===== src/rtl/reg8_rr_arbiter.sv =====
// Round-robin write arbiter for one shared register: picks one requester,
// issues a single-cycle write with ack, then optionally holds off before re-arbitrating.
module reg8_rr_arbiter #(
    parameter int NREQ        = 4,
    parameter int WIDTH       = 8,
    parameter int HOLD_CYCLES = 2,
    localparam int OW         = (NREQ > 1) ? $clog2(NREQ) : 1
) (
    input  logic                  clk_i,
    input  logic                  rst_n_i,
    input  logic [NREQ-1:0]       req_i,
    input  logic [NREQ*WIDTH-1:0] wdata_i,
    output logic [NREQ-1:0]       gnt_o,
    output logic [NREQ-1:0]       ack_o,
    output logic                  reg_ena_o,
    output logic [WIDTH-1:0]      reg_data_o,
    output logic [OW-1:0]         owner_o,
    output logic                  busy_o
);

    typedef enum logic [1:0] {IDLE, GRANT, HOLD} state_t;

    localparam logic [7:0] HOLD_LOAD = (HOLD_CYCLES > 0) ? 8'(HOLD_CYCLES - 1) : 8'd0;

    state_t            state_q, state_d;
    logic [NREQ-1:0]   gnt_q, gnt_d;
    logic              ena_q, ena_d;
    logic [WIDTH-1:0]  data_q, data_d;
    logic [OW-1:0]     owner_q, owner_d;
    logic [OW-1:0]     ptr_q, ptr_d;
    logic [7:0]        cnt_q, cnt_d;

    logic [2*NREQ-1:0] req_dbl;
    logic [2*NREQ-1:0] req_rot;
    logic              win_valid;
    logic [OW-1:0]     win_idx;
    logic [OW-1:0]     win_next;
    logic [OW:0]       sum;
    logic [NREQ-1:0]   win_oh;
    logic [WIDTH-1:0]  win_data;

    // ptr_q is the index with highest priority; scanning a rotated copy of req
    // gives the first set bit at or after ptr_q with wrap.
    always_comb begin
        req_dbl   = {req_i, req_i};
        req_rot   = req_dbl >> ptr_q;
        win_valid = 1'b0;
        win_idx   = '0;
        sum       = '0;
        for (int k = 0; k < NREQ; k++) begin
            if (!win_valid && req_rot[k]) begin
                win_valid = 1'b1;
                sum       = {1'b0, ptr_q} + (OW+1)'(k);
                if (sum >= (OW+1)'(NREQ)) begin
                    sum = sum - (OW+1)'(NREQ);
                end
                win_idx = sum[OW-1:0];
            end
        end
        win_next = (win_idx == OW'(NREQ - 1)) ? '0 : win_idx + 1'b1;
        win_oh   = NREQ'(1) << win_idx;
        win_data = '0;
        for (int k = 0; k < NREQ; k++) begin
            if (win_oh[k]) begin
                win_data = wdata_i[k*WIDTH +: WIDTH];
            end
        end
    end

    always_comb begin
        state_d = state_q;
        gnt_d   = '0;
        ena_d   = 1'b0;
        data_d  = data_q;
        owner_d = owner_q;
        ptr_d   = ptr_q;
        cnt_d   = cnt_q;
        case (state_q)
            IDLE: begin
                if (win_valid) begin
                    state_d = GRANT;
                    gnt_d   = win_oh;
                    ena_d   = 1'b1;
                    data_d  = win_data;
                    owner_d = win_idx;
                    ptr_d   = win_next;
                end
            end
            GRANT: begin
                if (HOLD_CYCLES > 0) begin
                    state_d = HOLD;
                    cnt_d   = HOLD_LOAD;
                end else begin
                    state_d = IDLE;
                end
            end
            HOLD: begin
                if (cnt_q == 8'd0) begin
                    state_d = IDLE;
                end else begin
                    cnt_d = cnt_q - 8'd1;
                end
            end
            default: state_d = IDLE;
        endcase
    end

    always_ff @(posedge clk_i or negedge rst_n_i) begin
        if (!rst_n_i) begin
            state_q <= IDLE;
            gnt_q   <= '0;
            ena_q   <= 1'b0;
            data_q  <= '0;
            owner_q <= '0;
            ptr_q   <= '0;
            cnt_q   <= '0;
        end else begin
            state_q <= state_d;
            gnt_q   <= gnt_d;
            ena_q   <= ena_d;
            data_q  <= data_d;
            owner_q <= owner_d;
            ptr_q   <= ptr_d;
            cnt_q   <= cnt_d;
        end
    end

    assign gnt_o      = gnt_q;
    assign ack_o      = gnt_q;
    assign reg_ena_o  = ena_q;
    assign reg_data_o = data_q;
    assign owner_o    = owner_q;
    assign busy_o     = (state_q != IDLE);

endmodule


===== config.mk =====
export PLATFORM = sky130hd
export DESIGN_NAME = reg8_rr_arbiter
export DESIGN_NICKNAME = d
export VERILOG_FILES = /design/src/rtl/reg8_rr_arbiter.sv
export SDC_FILE = /design/constraint.sdc
export NUM_CORES = 1
export LEC_CHECK = 0
export ABC_CLOCK_PERIOD_IN_PS = 4700
export CORE_ASPECT_RATIO = 0.7
export CORE_MARGIN = 2
export CORE_UTILIZATION = 48
export CTS_CLUSTER_SIZE = 25
export DETAILED_ROUTE_END_ITERATION = 7
export PLACE_DENSITY = 0.9
export SLEW_MARGIN = 25
export SYNTH_ARGS = -nofsm -noshare
export SYNTH_HDL_FRONTEND = slang
export SYNTH_SLANG_ARGS = --single-unit
export TNS_END_PERCENT = 5

===== constraint.sdc =====
create_clock -name clk_i -period 4.7 [get_ports clk_i]
set_clock_uncertainty 0.2 [all_clocks]
set_input_delay 0.94 -clock clk_i [delete_from_list [all_inputs] [get_ports clk_i]]
set_output_delay 0.94 -clock clk_i [all_outputs]
set_load 0.005 [all_outputs]

==> results.tsv <==
metric	value	unit
drc	0	
finalSetupTns	0	ns
ctsResizeCount	0	
yosysSeqAreaShare	42.1	%
place_inst	252	
ys_seq_elements	27	
slowest_delay	0.62	ns
clk_latency	0.28	ns
wl	3790	µm
coreArea	3170	µm²
cp.arrival	3.60	ns
cts.path.max_buffers	2	
cts_root_buf	clkbuf_8	
ios	58	
die-area	3830	µm²
area_growth	38.0	%
gp_congestion	0.898	
synth_top_area_share	42.1	%
start_util	50.6	%
overflow	0	
cts.sinks	27	
timing.final.crit_share	78.1	%
post-cts-setup-buffers	0	
hold_viol_final	0	
placed_area	2160	µm²
fin_cells	256	
grt_pass1_vias	1374	
wire_per_inst	14.8	µm
yosysUniqueCellTypes	38	
vias_per_cell	5.53	
max_cap_violations	0	
worst_path_max_delay_cell	clkdlybuf4s50_1	
cts_made_buffers	3	
detail-route-antenna-nets	0	
antenna_found_initial	0	
crit_chain	clkdlybuf4s50_1, nand2b_1, a21oi_1, nor4_1, ha_1, and2b_1, a221oi_1, a211o_1, a31oi_1	
drv_slew	0	
worstMarginPinSlew	0.825	ns
yosysTopAreaCell	dfrtp_1	
rows	17	
rsz0062_at_grt	no	
drive_above_1_share	7.34	%
powerDensity	591	nW/µm²
critPathTopFamily	simple AND/OR/NAND/NOR gates	
path_clk_slew	0.10	ns
synth_cells	167	
ctsHoldBuffers	0	
synth.avg_cell_area	9.61	µm²
die_h	52.4	µm
whs	0.303	ns
drtIter0Drc	188	
grt_max_degree	26	
portBuffers	57	
synthTopCellsByArea	dfrtp_1 (42%), nand2_1 (5.1%), ha_1 (4.7%), a211o_1 (3.8%), a221oi_1 (3.8%)	
fmax	272	MHz
grt_util_all_layers	22.1	%
crit_required	4.63	ns
yosys_warnings	0	
power	1.31	mW
syn_area	1600	µm²
hold_path_class	reg2reg	
status	complete, no violations	
vias	1415	
max_slew_margin	44.8	%
die_width	73.1	µm
stdcell_area	2210	µm²
grt_pass1_wl	6340	µm
finalNetCount	263	
diodes	0	
startpoint_type	input pin	
finalCriticalPeriod	3.67	ns
hpwl	2970	µm
irDropWorstVdd	0.275	mV
drt_pass1_iterations	4	
cellLeakagePower	0.969	nW
crit_type	in2reg	
htreeDepth	1	
crit_path_max_fanout	11	
end_kind	flip-flop	
finalSetupViolCount	0	
worst-path-buf-inv	1	
synth_fp_nets	211	
cts_tree	built	
## through the flow
step,util (%),worst slack [ns]
2_1_floorplan,-,1.86
5_1_grt,69.8,0.746
6_report,69.8,1.03
3_5_place_dp,68.3,0.783
4_1_cts,69.8,1.08
3_3_place_gp,68.5,0.942
## routing by layer
metal | vias to the layer above | share of wire (%) | global-route usage (%)
li1 | 695 | - | -
met1 | 645 | 47 | 29.8
met2 | 68 | 43 | 34.7
met3 | 7 | 9.1 | 6.92
met4 | 0 | 0.95 | 5.25
met5 | - | 0 | 0
## cells in the final DEF (no fill, tap or decap), drive strengths merged
master / count
nor4b: 1
inv: 15
nor3: 4
nor4: 3
a221oi: 8
nor3b: 1
clkinvlp: 1
buf: 2
a21boi: 1
a21oi: 8
nand2: 22
nand2b: 3
clkbuf: 3
a32oi: 1
a31oi: 7
nand3b: 2
o21ai: 4
a211oi: 2
nand3: 1
clkdlybuf4s50: 56
mux2i: 6
and2b: 2
a211o: 7
or4: 2
o21a: 1
nor2: 13
nand4: 1
ha: 6
and3: 4
mux2: 2
a22oi: 1
dfrtp: 27
o311ai: 1
## final timing paths
kind                       slack (ns)  depth (start not counted)             to     start
max                              1.03                          9  reg_data_o[2]  req_i[1]
max in group asynchronous        3.41                          2     state_q[0]   rst_n_i
min reg2reg                      0.30                          1       cnt_q[6]  cnt_q[6]
min in group asynchronous        0.42                          1  reg_data_o[2]   rst_n_i
min                              0.30                          1       cnt_q[6]  cnt_q[6]
max reg2reg                      1.85                          8  reg_data_o[2]  ptr_q[1]
## registers in the layout, summed over array words and instances, names as in the netlist
register,cells
ack_o,4
cnt_q,8
owner_o,2
ptr_q,2
reg_data_o,8
reg_ena_o,1
state_q,2
## final cells by class
| cell class | instances | area [µm²] |
|---|---|---|
| fill | 240 | 956 |
| multi-input combinational | 114 | 812 |
| clock inverter | 1 | 7.51 |
| tap | 38 | 47.5 |
| clock buffer | 3 | 41.3 |
| timing repair buffer | 58 | 573 |
| inverter | 15 | 56.3 |
| sequential | 27 | 676 |
## where the power goes
part	total, mW	switching, mW	internal [mW]	leakage (nW)
registers	0.448	0.108	0.340	0.334
clock network	0.135	0.0743	0.0602	0.0217
logic	0.726	0.344	0.383	0.614
## worst register-to-register path: cells and delay by family, from the launching register on
family | cells | cell delay, ns
compound gates | 3 | 0.54
fa+ha+maj | 1 | 0.48
flops | 1 | 0.45
mux | 1 | 0.23
simple gates | 3 | 0.81
## synthesized netlist by cell type (all sizes together)
| library cell | number |
|---|---|
| dfrtp | 27 |
| nand2 | 22 |
| inv | 15 |
| nor2 | 13 |
| a21oi | 8 |
| a221oi | 8 |
| a211o | 7 |
| a31oi | 7 |
| buf | 7 |
| ha | 6 |
| mux2i | 6 |
| and3 | 4 |
| clkbuf | 4 |
| nor3 | 4 |
| o21ai | 4 |
| nand2b | 3 |
| nor4 | 3 |
| a211oi | 2 |
| and2b | 2 |
| mux2 | 2 |
| nand3b | 2 |
| or4 | 2 |
| a21boi | 1 |
| a22oi | 1 |
| a32oi | 1 |
| nand3 | 1 |
| nand4 | 1 |
| nor3b | 1 |
| nor4b | 1 |
| o21a | 1 |
| o311ai | 1 |
## kinds of logic (layout without fill, tap and decap cells)
| group | count (synthesis) | after routing | share of synthesized area, % |
|---|---|---|---|
| flops | 27 | 27 | 42.1 |
| simple gates | 59 | 59 | 21.6 |
| fa+ha+maj | 6 | 6 | 4.68 |
| buf+inv | 26 | 77 | 7.25 |
| compound gates | 41 | 41 | 19.2 |
| mux | 8 | 8 | 5.15 |
Power figures use the tool's default switching activity.
